===== src/rtl/ts_os_detector_if.sv =====
// ts_os_detector_if: per-lane symbol inputs, counter clear and decoded ordered-set outputs
interface ts_os_detector_if #(
  parameter int NUM_LANES = 4,
  parameter int CNT_W = 4
);
  logic [NUM_LANES-1:0] sym_valid;
  logic [NUM_LANES*8-1:0] sym_data;
  logic [NUM_LANES-1:0] sym_k;
  logic clear_cnt;
  logic [NUM_LANES-1:0] os_valid;
  logic [NUM_LANES-1:0] os_err;
  logic [NUM_LANES-1:0] os_is_ts2;
  logic [NUM_LANES*8-1:0] os_link;
  logic [NUM_LANES*8-1:0] os_lane;
  logic [NUM_LANES-1:0] os_link_pad;
  logic [NUM_LANES-1:0] os_lane_pad;
  logic [NUM_LANES*8-1:0] os_nfts;
  logic [NUM_LANES*8-1:0] os_rate;
  logic [NUM_LANES*8-1:0] os_ctrl;
  logic [NUM_LANES*CNT_W-1:0] consec_cnt;
  logic [NUM_LANES-1:0] consec_done;
  logic all_done;
  modport master (
    output sym_valid, sym_data, sym_k, clear_cnt,
    input os_valid, os_err, os_is_ts2, os_link, os_lane, os_link_pad, os_lane_pad,
    input os_nfts, os_rate, os_ctrl, consec_cnt, consec_done, all_done
  );
  modport slave (
    input sym_valid, sym_data, sym_k, clear_cnt,
    output os_valid, os_err, os_is_ts2, os_link, os_lane, os_link_pad, os_lane_pad,
    output os_nfts, os_rate, os_ctrl, consec_cnt, consec_done, all_done
  );
endinterface


===== src/rtl/ts_os_detector.sv =====
// ts_os_detector: per-lane TS1/TS2 ordered-set assembly, validation and consecutive-match counting
module ts_os_detector #(
  parameter int NUM_LANES = 4,
  parameter int CONSEC_CNT = 8,
  parameter int CNT_W = 4,
  parameter logic [7:0] COM_SYM = 8'hBC,
  parameter logic [7:0] PAD_SYM = 8'hF7,
  parameter logic [7:0] TS1_ID = 8'h4A,
  parameter logic [7:0] TS2_ID = 8'h45
) (
  input logic clk,
  input logic rst,
  ts_os_detector_if.slave bus
);
  typedef enum logic {HUNT, COLLECT} state_t;
  logic [NUM_LANES-1:0] done;
  assign bus.consec_done = done;
  assign bus.all_done = &done;
  genvar g;
  generate
    for (g = 0; g < NUM_LANES; g++) begin : lane
      logic [7:0] d;
      logic k, v;
      logic is_com, is_pad, ok, same;
      logic [42:0] key;
      state_t st;
      logic [3:0] idx;
      logic [7:0] s_link, s_lane, s_nfts, s_rate, s_ctrl;
      logic s_lpad, s_npad, s_ts2;
      logic r_v;
      logic [42:0] r_key;
      logic val, err, o_ts2, o_lpad, o_npad;
      logic [7:0] o_link, o_lane, o_nfts, o_rate, o_ctrl;
      logic [CNT_W-1:0] cnt;
      assign d = bus.sym_data[8*g +: 8];
      assign k = bus.sym_k[g];
      assign v = bus.sym_valid[g];
      // symbol legality by position and comparison of the assembled set against the stored reference
      always_comb begin
        is_com = k && d == COM_SYM;
        is_pad = k && d == PAD_SYM;
        ok = idx <= 4'd2 ? (!k || is_pad) :
             idx <= 4'd5 ? !k :
             idx == 4'd6 ? (!k && (d == TS1_ID || d == TS2_ID)) :
             (!k && d == (s_ts2 ? TS2_ID : TS1_ID));
        key = {s_ts2, s_link, s_lane, s_lpad, s_npad, s_nfts, s_rate, s_ctrl};
        same = r_v && key == r_key;
      end
      // lane FSM, shadow capture, registered outputs and consecutive counter; clear overrides a completing set
      always_ff @(posedge clk) begin
        if (rst) begin
          st <= HUNT;
          idx <= '0;
          {s_link, s_lane, s_nfts, s_rate, s_ctrl, s_lpad, s_npad, s_ts2} <= '0;
          r_v <= 1'b0;
          r_key <= '0;
          {val, err, o_ts2, o_lpad, o_npad} <= '0;
          {o_link, o_lane, o_nfts, o_rate, o_ctrl} <= '0;
          cnt <= '0;
        end else begin
          val <= 1'b0;
          err <= 1'b0;
          if (v) begin
            if (st == HUNT) begin
              if (is_com) begin
                st <= COLLECT;
                idx <= 4'd1;
              end
            end else if (!ok) begin
              err <= 1'b1;
              st <= is_com ? COLLECT : HUNT;
              idx <= 4'd1;
            end else begin
              idx <= idx + 4'd1;
              if (idx == 4'd1) begin
                s_link <= d;
                s_lpad <= is_pad;
              end
              if (idx == 4'd2) begin
                s_lane <= d;
                s_npad <= is_pad;
              end
              if (idx == 4'd3) s_nfts <= d;
              if (idx == 4'd4) s_rate <= d;
              if (idx == 4'd5) s_ctrl <= d;
              if (idx == 4'd6) s_ts2 <= d == TS2_ID;
              if (idx == 4'd15) begin
                st <= HUNT;
                val <= 1'b1;
                {o_ts2, o_link, o_lane, o_lpad, o_npad, o_nfts, o_rate, o_ctrl} <= key;
                cnt <= !same ? CNT_W'(1) : cnt == CNT_W'(CONSEC_CNT) ? cnt : cnt + CNT_W'(1);
                r_v <= 1'b1;
                r_key <= key;
              end
            end
          end
          if (bus.clear_cnt) begin
            cnt <= '0;
            r_v <= 1'b0;
          end
        end
      end
      assign bus.os_valid[g] = val;
      assign bus.os_err[g] = err;
      assign bus.os_is_ts2[g] = o_ts2;
      assign bus.os_link[8*g +: 8] = o_link;
      assign bus.os_lane[8*g +: 8] = o_lane;
      assign bus.os_link_pad[g] = o_lpad;
      assign bus.os_lane_pad[g] = o_npad;
      assign bus.os_nfts[8*g +: 8] = o_nfts;
      assign bus.os_rate[8*g +: 8] = o_rate;
      assign bus.os_ctrl[8*g +: 8] = o_ctrl;
      assign bus.consec_cnt[CNT_W*g +: CNT_W] = cnt;
      assign done[g] = cnt == CNT_W'(CONSEC_CNT);
    end
  endgenerate
endmodule

===== src/flat_wrapper.sv =====
// flat-port wrapper written by rule: the top's interface ports become plain ports
module ts_os_detector_flat 
#(
  parameter int NUM_LANES = 4,
  parameter int CONSEC_CNT = 8,
  parameter int CNT_W = 4,
  parameter logic [7:0] COM_SYM = 8'hBC,
  parameter logic [7:0] PAD_SYM = 8'hF7,
  parameter logic [7:0] TS1_ID = 8'h4A,
  parameter logic [7:0] TS2_ID = 8'h45
)
  (clk, rst, bus_sym_valid, bus_sym_data, bus_sym_k, bus_clear_cnt, bus_os_valid, bus_os_err, bus_os_is_ts2, bus_os_link, bus_os_lane, bus_os_link_pad, bus_os_lane_pad, bus_os_nfts, bus_os_rate, bus_os_ctrl, bus_consec_cnt, bus_consec_done, bus_all_done);
  ts_os_detector_if #(.NUM_LANES(NUM_LANES), .CNT_W(CNT_W)) bus_i ();
  input logic clk;
  input logic rst;
  input wire logic [$bits(bus_i.sym_valid)-1:0] bus_sym_valid;
  input wire logic [$bits(bus_i.sym_data)-1:0] bus_sym_data;
  input wire logic [$bits(bus_i.sym_k)-1:0] bus_sym_k;
  input wire logic [$bits(bus_i.clear_cnt)-1:0] bus_clear_cnt;
  output wire logic [$bits(bus_i.os_valid)-1:0] bus_os_valid;
  output wire logic [$bits(bus_i.os_err)-1:0] bus_os_err;
  output wire logic [$bits(bus_i.os_is_ts2)-1:0] bus_os_is_ts2;
  output wire logic [$bits(bus_i.os_link)-1:0] bus_os_link;
  output wire logic [$bits(bus_i.os_lane)-1:0] bus_os_lane;
  output wire logic [$bits(bus_i.os_link_pad)-1:0] bus_os_link_pad;
  output wire logic [$bits(bus_i.os_lane_pad)-1:0] bus_os_lane_pad;
  output wire logic [$bits(bus_i.os_nfts)-1:0] bus_os_nfts;
  output wire logic [$bits(bus_i.os_rate)-1:0] bus_os_rate;
  output wire logic [$bits(bus_i.os_ctrl)-1:0] bus_os_ctrl;
  output wire logic [$bits(bus_i.consec_cnt)-1:0] bus_consec_cnt;
  output wire logic [$bits(bus_i.consec_done)-1:0] bus_consec_done;
  output wire logic [$bits(bus_i.all_done)-1:0] bus_all_done;
  assign bus_i.sym_valid = bus_sym_valid;
  assign bus_i.sym_data = bus_sym_data;
  assign bus_i.sym_k = bus_sym_k;
  assign bus_i.clear_cnt = bus_clear_cnt;
  assign bus_os_valid = bus_i.os_valid;
  assign bus_os_err = bus_i.os_err;
  assign bus_os_is_ts2 = bus_i.os_is_ts2;
  assign bus_os_link = bus_i.os_link;
  assign bus_os_lane = bus_i.os_lane;
  assign bus_os_link_pad = bus_i.os_link_pad;
  assign bus_os_lane_pad = bus_i.os_lane_pad;
  assign bus_os_nfts = bus_i.os_nfts;
  assign bus_os_rate = bus_i.os_rate;
  assign bus_os_ctrl = bus_i.os_ctrl;
  assign bus_consec_cnt = bus_i.consec_cnt;
  assign bus_consec_done = bus_i.consec_done;
  assign bus_all_done = bus_i.all_done;
  ts_os_detector #(.NUM_LANES(NUM_LANES), .CONSEC_CNT(CONSEC_CNT), .CNT_W(CNT_W), .COM_SYM(COM_SYM), .PAD_SYM(PAD_SYM), .TS1_ID(TS1_ID), .TS2_ID(TS2_ID)) u_core (.clk(clk), .rst(rst), .bus(bus_i));
endmodule

===== config.mk =====
export PLATFORM = sky130hd
export DESIGN_NAME = ts_os_detector_flat
export DESIGN_NICKNAME = d
export VERILOG_FILES = /design/src/rtl/ts_os_detector_if.sv /design/src/rtl/ts_os_detector.sv /design/src/flat_wrapper.sv
export SDC_FILE = /design/constraint.sdc
export NUM_CORES = 1
export LEC_CHECK = 0
export BUFFER_PORTS_ARGS = -buffer_cell sky130_fd_sc_hd__clkbuf_2
export CORE_MARGIN = 2
export CORE_UTILIZATION = 55
export DETAILED_ROUTE_END_ITERATION = 8
export PLACE_DENSITY = 0.8
export SYNTH_ARGS = -nofsm -noshare
export SYNTH_HDL_FRONTEND = slang
export SYNTH_SLANG_ARGS = --single-unit

===== constraint.sdc =====
create_clock -name clk -period 7.6 [get_ports clk]
set_clock_uncertainty 0.15 [all_clocks]
set_input_delay 0.38 -clock clk [delete_from_list [all_inputs] [get_ports clk]]
set_output_delay 0.38 -clock clk [all_outputs]
set_load 0.01 [all_outputs]

==> results.cfg <==
[pwr]
pwr-share-comb_pct = 2.4
vdd_ir_drop_max_v = 0.0002217
p_switching_uw = 892.2
power.share.switching_pct = 21.57
leakage_uw = 0.008259
p_per_area_nw_per_um2 = 203.0
seq_power_share_pct = 49.7
power.internal_uw = 3244
clockPowerShare_pct = 48.0

[final_layout]
fin_nets = 2365
drive_gt1_share_pct = 15.51
num-fill-cells = 2615
antenna_cells = 0
syn_to_final_growth_pct = 14.83

[sta]
hold_viol_final = 0
fmaxAchievable_mhz = 283.7
final_max_slew_viol_count = 0
setup_tns_ps = 0
fin_crit_ps = 3525
tightest_slew_ps = 1293
max_slew_margin_pct = 13.64
rsz0062_at_grt = no
post-route-period-util_pct = 46.38
setup_viol = 0
fin_hold_ws_ps = 32.13

[routing]
wire_per_inst_um = 17.91
drt.antenna.violating_nets = 0
wirelength_um = 48900
vias = 15890
drt_iter0_markers = 1313
avgViaCountPerCell = 5.819
remaining_drc_errors = 0
dr.pass1.iters = 5

[run]
maxCapViolCount = 0

[floorplan]
initial_utilization_pct = 56.09
die_w_um = 183.6
rows = 65
fp.dieH_um = 183.6
dieArea_um2 = 33720
coreArea_um2 = 31640
pin_count = 244

[clocking]
clock_latency_ps = 530
cts_buffers = 41
cts-root-buf = clkbuf_16
cts_tree = yes
cts.repair.resized = 0
cts_sinks = 392
htreeDepth = 2
max-clock-path-buffers = 3
clk_pin_slew_worst_paths_ps = 70

[logic_synthesis]
syn_nets = 2201
synthFlopType = dfxtp_1
synth_edf_count = 0
ys_ff_latch = 392
netlist_area_um2 = 17740
yosys_warnings = 0
async_flop_share_pct = 0
avgSynthCellArea_um2 = 8.315
synthCells = 2134
ys_types = 87
yosysSeqAreaShare_pct = 44.23

[setup_path]
crit_chain = ha_1 > nor2_1 > a211o_1 > a21oi_1 > o21a_1 > buf_4 > nand2_1 > o41ai_1
critPathCaptureType = flip-flop
rr_startpoint = u_core.lane[1].idx[0]
timing.rr.end = u_core.lane[1].cnt[3]
crit_path_top_delay_cell = o21a_1
startpoint_type = flip-flop
reg2reg_depth = 8
critPathRequiredTime_ps = 7880
arrival_ps = 3800
max_stage_delay_ps = 820
r2r_setup_slack_ps = 4080
cp_max_fo = 25
critical_path_class = flip-flop to flip-flop

[global_routing]
grt_max_degree = 167
grt_pass1_vias = 14750
grt_usage_pct = 28.10
grt_first_pass_wirelength_um = 77380
antenna_found_initial = 0
grt_overflow = 0

[place]
gp_congestion = 0.9179
dp_hpwl_um = 33510
numPortBuffers = 243

[worst_hold_path]
min_from = bus_sym_data[20]
min_path_type = input port to flip-flop
worstHoldEndpoint = u_core.lane[2].s_link[4]
min_path_cells = 3

[outcome]
run_status = finished, final reports clean
## registers in the layout (all words and copies together), names as in the netlist, 16 cells and up
signal,cells
u_core.lane.r_key,28
u_core.lane.o_lane,28
u_core.lane.o_link,28
u_core.lane.o_ctrl,28
u_core.lane.s_lane,32
u_core.lane.s_link,32
u_core.lane.s_ctrl,32
u_core.lane.cnt,16
u_core.lane.o_rate,28
u_core.lane.s_rate,32
u_core.lane.s_nfts,32
u_core.lane.idx,16
u_core.lane.o_nfts,28
## worst max-delay path: cells and delay by family (launching register included)
kind / cells / cell delay [ps]
fa+ha+maj: 1 / 250
simple gates: 2 / 180
compound gates: 4 / 1940
buf+inv: 1 / 430
flops: 1 / 460
## layer usage
metal	share of wire, %	vias up	track usage [%]	wire (um)
li1	-	7607	-	-
met1	43	7586	36.58	20840
met2	47	587	46.02	22960
met3	7.0	107	5.547	3443
met4	3.4	0	10.91	1661
met5	0	-	0	0
## logic make-up (layout without fill, tap and decap cells)
kind of cell | after synthesis | in the layout | synth area share (%)
buffers and inverters | 194 | 388 | 4.717
AO/OA/AOI/OAI | 429 | 429 | 14.58
XOR/XNOR | 129 | 129 | 6.367
flip-flops | 392 | 392 | 44.23
adder cells (fa/ha/maj) | 24 | 24 | 1.692
AND/OR/NAND/NOR | 857 | 857 | 22.27
multiplexers | 109 | 109 | 6.149
## placed cells by master (no fill, tap or decap), types with 7 or more instances in the layout
master     synthesis  routed
nor3_1            21      21
nor3b_1           10      10
o22ai_1            7       7
nor4_1            34      34
ha_1              24      24
xor2_1            94      94
nor2_1           158     156
buf_4             20      14
a21oi_1          252     252
clkbuf_8           0      14
nand3b_1           9       9
nor2b_1           24      24
a2111o_1           7       7
xnor2_1           35      35
nand2b_1          28      28
clkbuf_16          0      43
and3_1            11      11
dfxtp_1          392     392
clkbuf_2           0     242
inv_1             55      55
nand4_1           25      25
nand2_1          451     451
nand3_1           28      28
o2111ai_1         11      11
a211oi_1          10       8
mux2i_1          109     109
o21ai_0           69      68
## synth_stat cells, types with 21 or more instances
| master | number | area share, % |
|---|---|---|
| nand2_1 | 451 | 9.5 |
| dfxtp_1 | 392 | 44 |
| a21oi_1 | 252 | 7.1 |
| nor2_1 | 158 | 3.3 |
| mux2i_1 | 109 | 6.1 |
| xor2_1 | 94 | 4.6 |
| clkbuf_1 | 91 | 1.9 |
| o21ai_0 | 69 | 1.9 |
| inv_1 | 55 | 1.2 |
| xnor2_1 | 35 | 1.7 |
| nor4_1 | 34 | 1.2 |
| nand2b_1 | 28 | 0.99 |
| nand3_1 | 28 | 0.79 |
| buf_2 | 27 | 0.76 |
| nand4_1 | 25 | 0.88 |
| ha_1 | 24 | 1.7 |
| nor2b_1 | 24 | 0.85 |
| nor3_1 | 21 | 0.59 |
## through the flow
step	instance area [um2]	power, uW	utilization (%)	cells	worst slack [ps]
2_1_floorplan	17740	2157	-	2134	5179
3_3_place_gp	18990	2194	60.03	2654	4165
3_5_place_dp	18990	2195	60.03	2654	4035
4_1_cts	20380	4163	64.41	2730	4131
5_1_grt	20380	4257	64.41	2730	3874
6_report	20380	4137	64.41	2730	4075
## repair_timing
action,in CTS,in global routing
hold endpoints to repair,3,0
setup buffers,0,0
hold buffers,3,0
## area by class of cell
cell class	count	area (um2)	area share [%]
tap	402	503.0	2.469
clock buffer	63	1291	6.337
sequential	392	7848	38.51
multi-input combinational	1548	9104	44.68
timing repair buffer	260	1361	6.681
clock inverter	10	62.56	0.3070
inverter	55	206.4	1.013
## how the worst max path moves through the flow
| stage | cells after the start | end | startpoint | slack, ps |
|---|---|---|---|---|
| 4_1_cts | 8 | u_core.lane[1].cnt[3] | u_core.lane[1].idx[0] | 4130 |
| 2_1_floorplan | 7 | u_core.lane[2].s_nfts[0] | bus_sym_data[16] | 5180 |
| 6_report | 8 | u_core.lane[1].cnt[3] | u_core.lane[1].idx[0] | 4080 |
| 3_3_place_gp | 8 | u_core.lane[1].cnt[3] | bus_sym_data[12] | 4160 |
| 3_5_place_dp | 9 | u_core.lane[2].o_link[1] | bus_sym_data[20] | 4030 |
| 5_1_grt | 9 | u_core.lane[1].cnt[3] | u_core.lane[1].idx[1] | 3870 |
## power by group through the flow
stage	Sequential, uW	Combinational, uW	Clock, uW
finish	2050	98.4	1980
global route	2050	105	2100
CTS	2050	96.6	2010
detailed placement	2100	95.1	0
global placement	2100	93.7	0
floorplan	2100	56.5	0
Power figures use the tool's default switching activity.
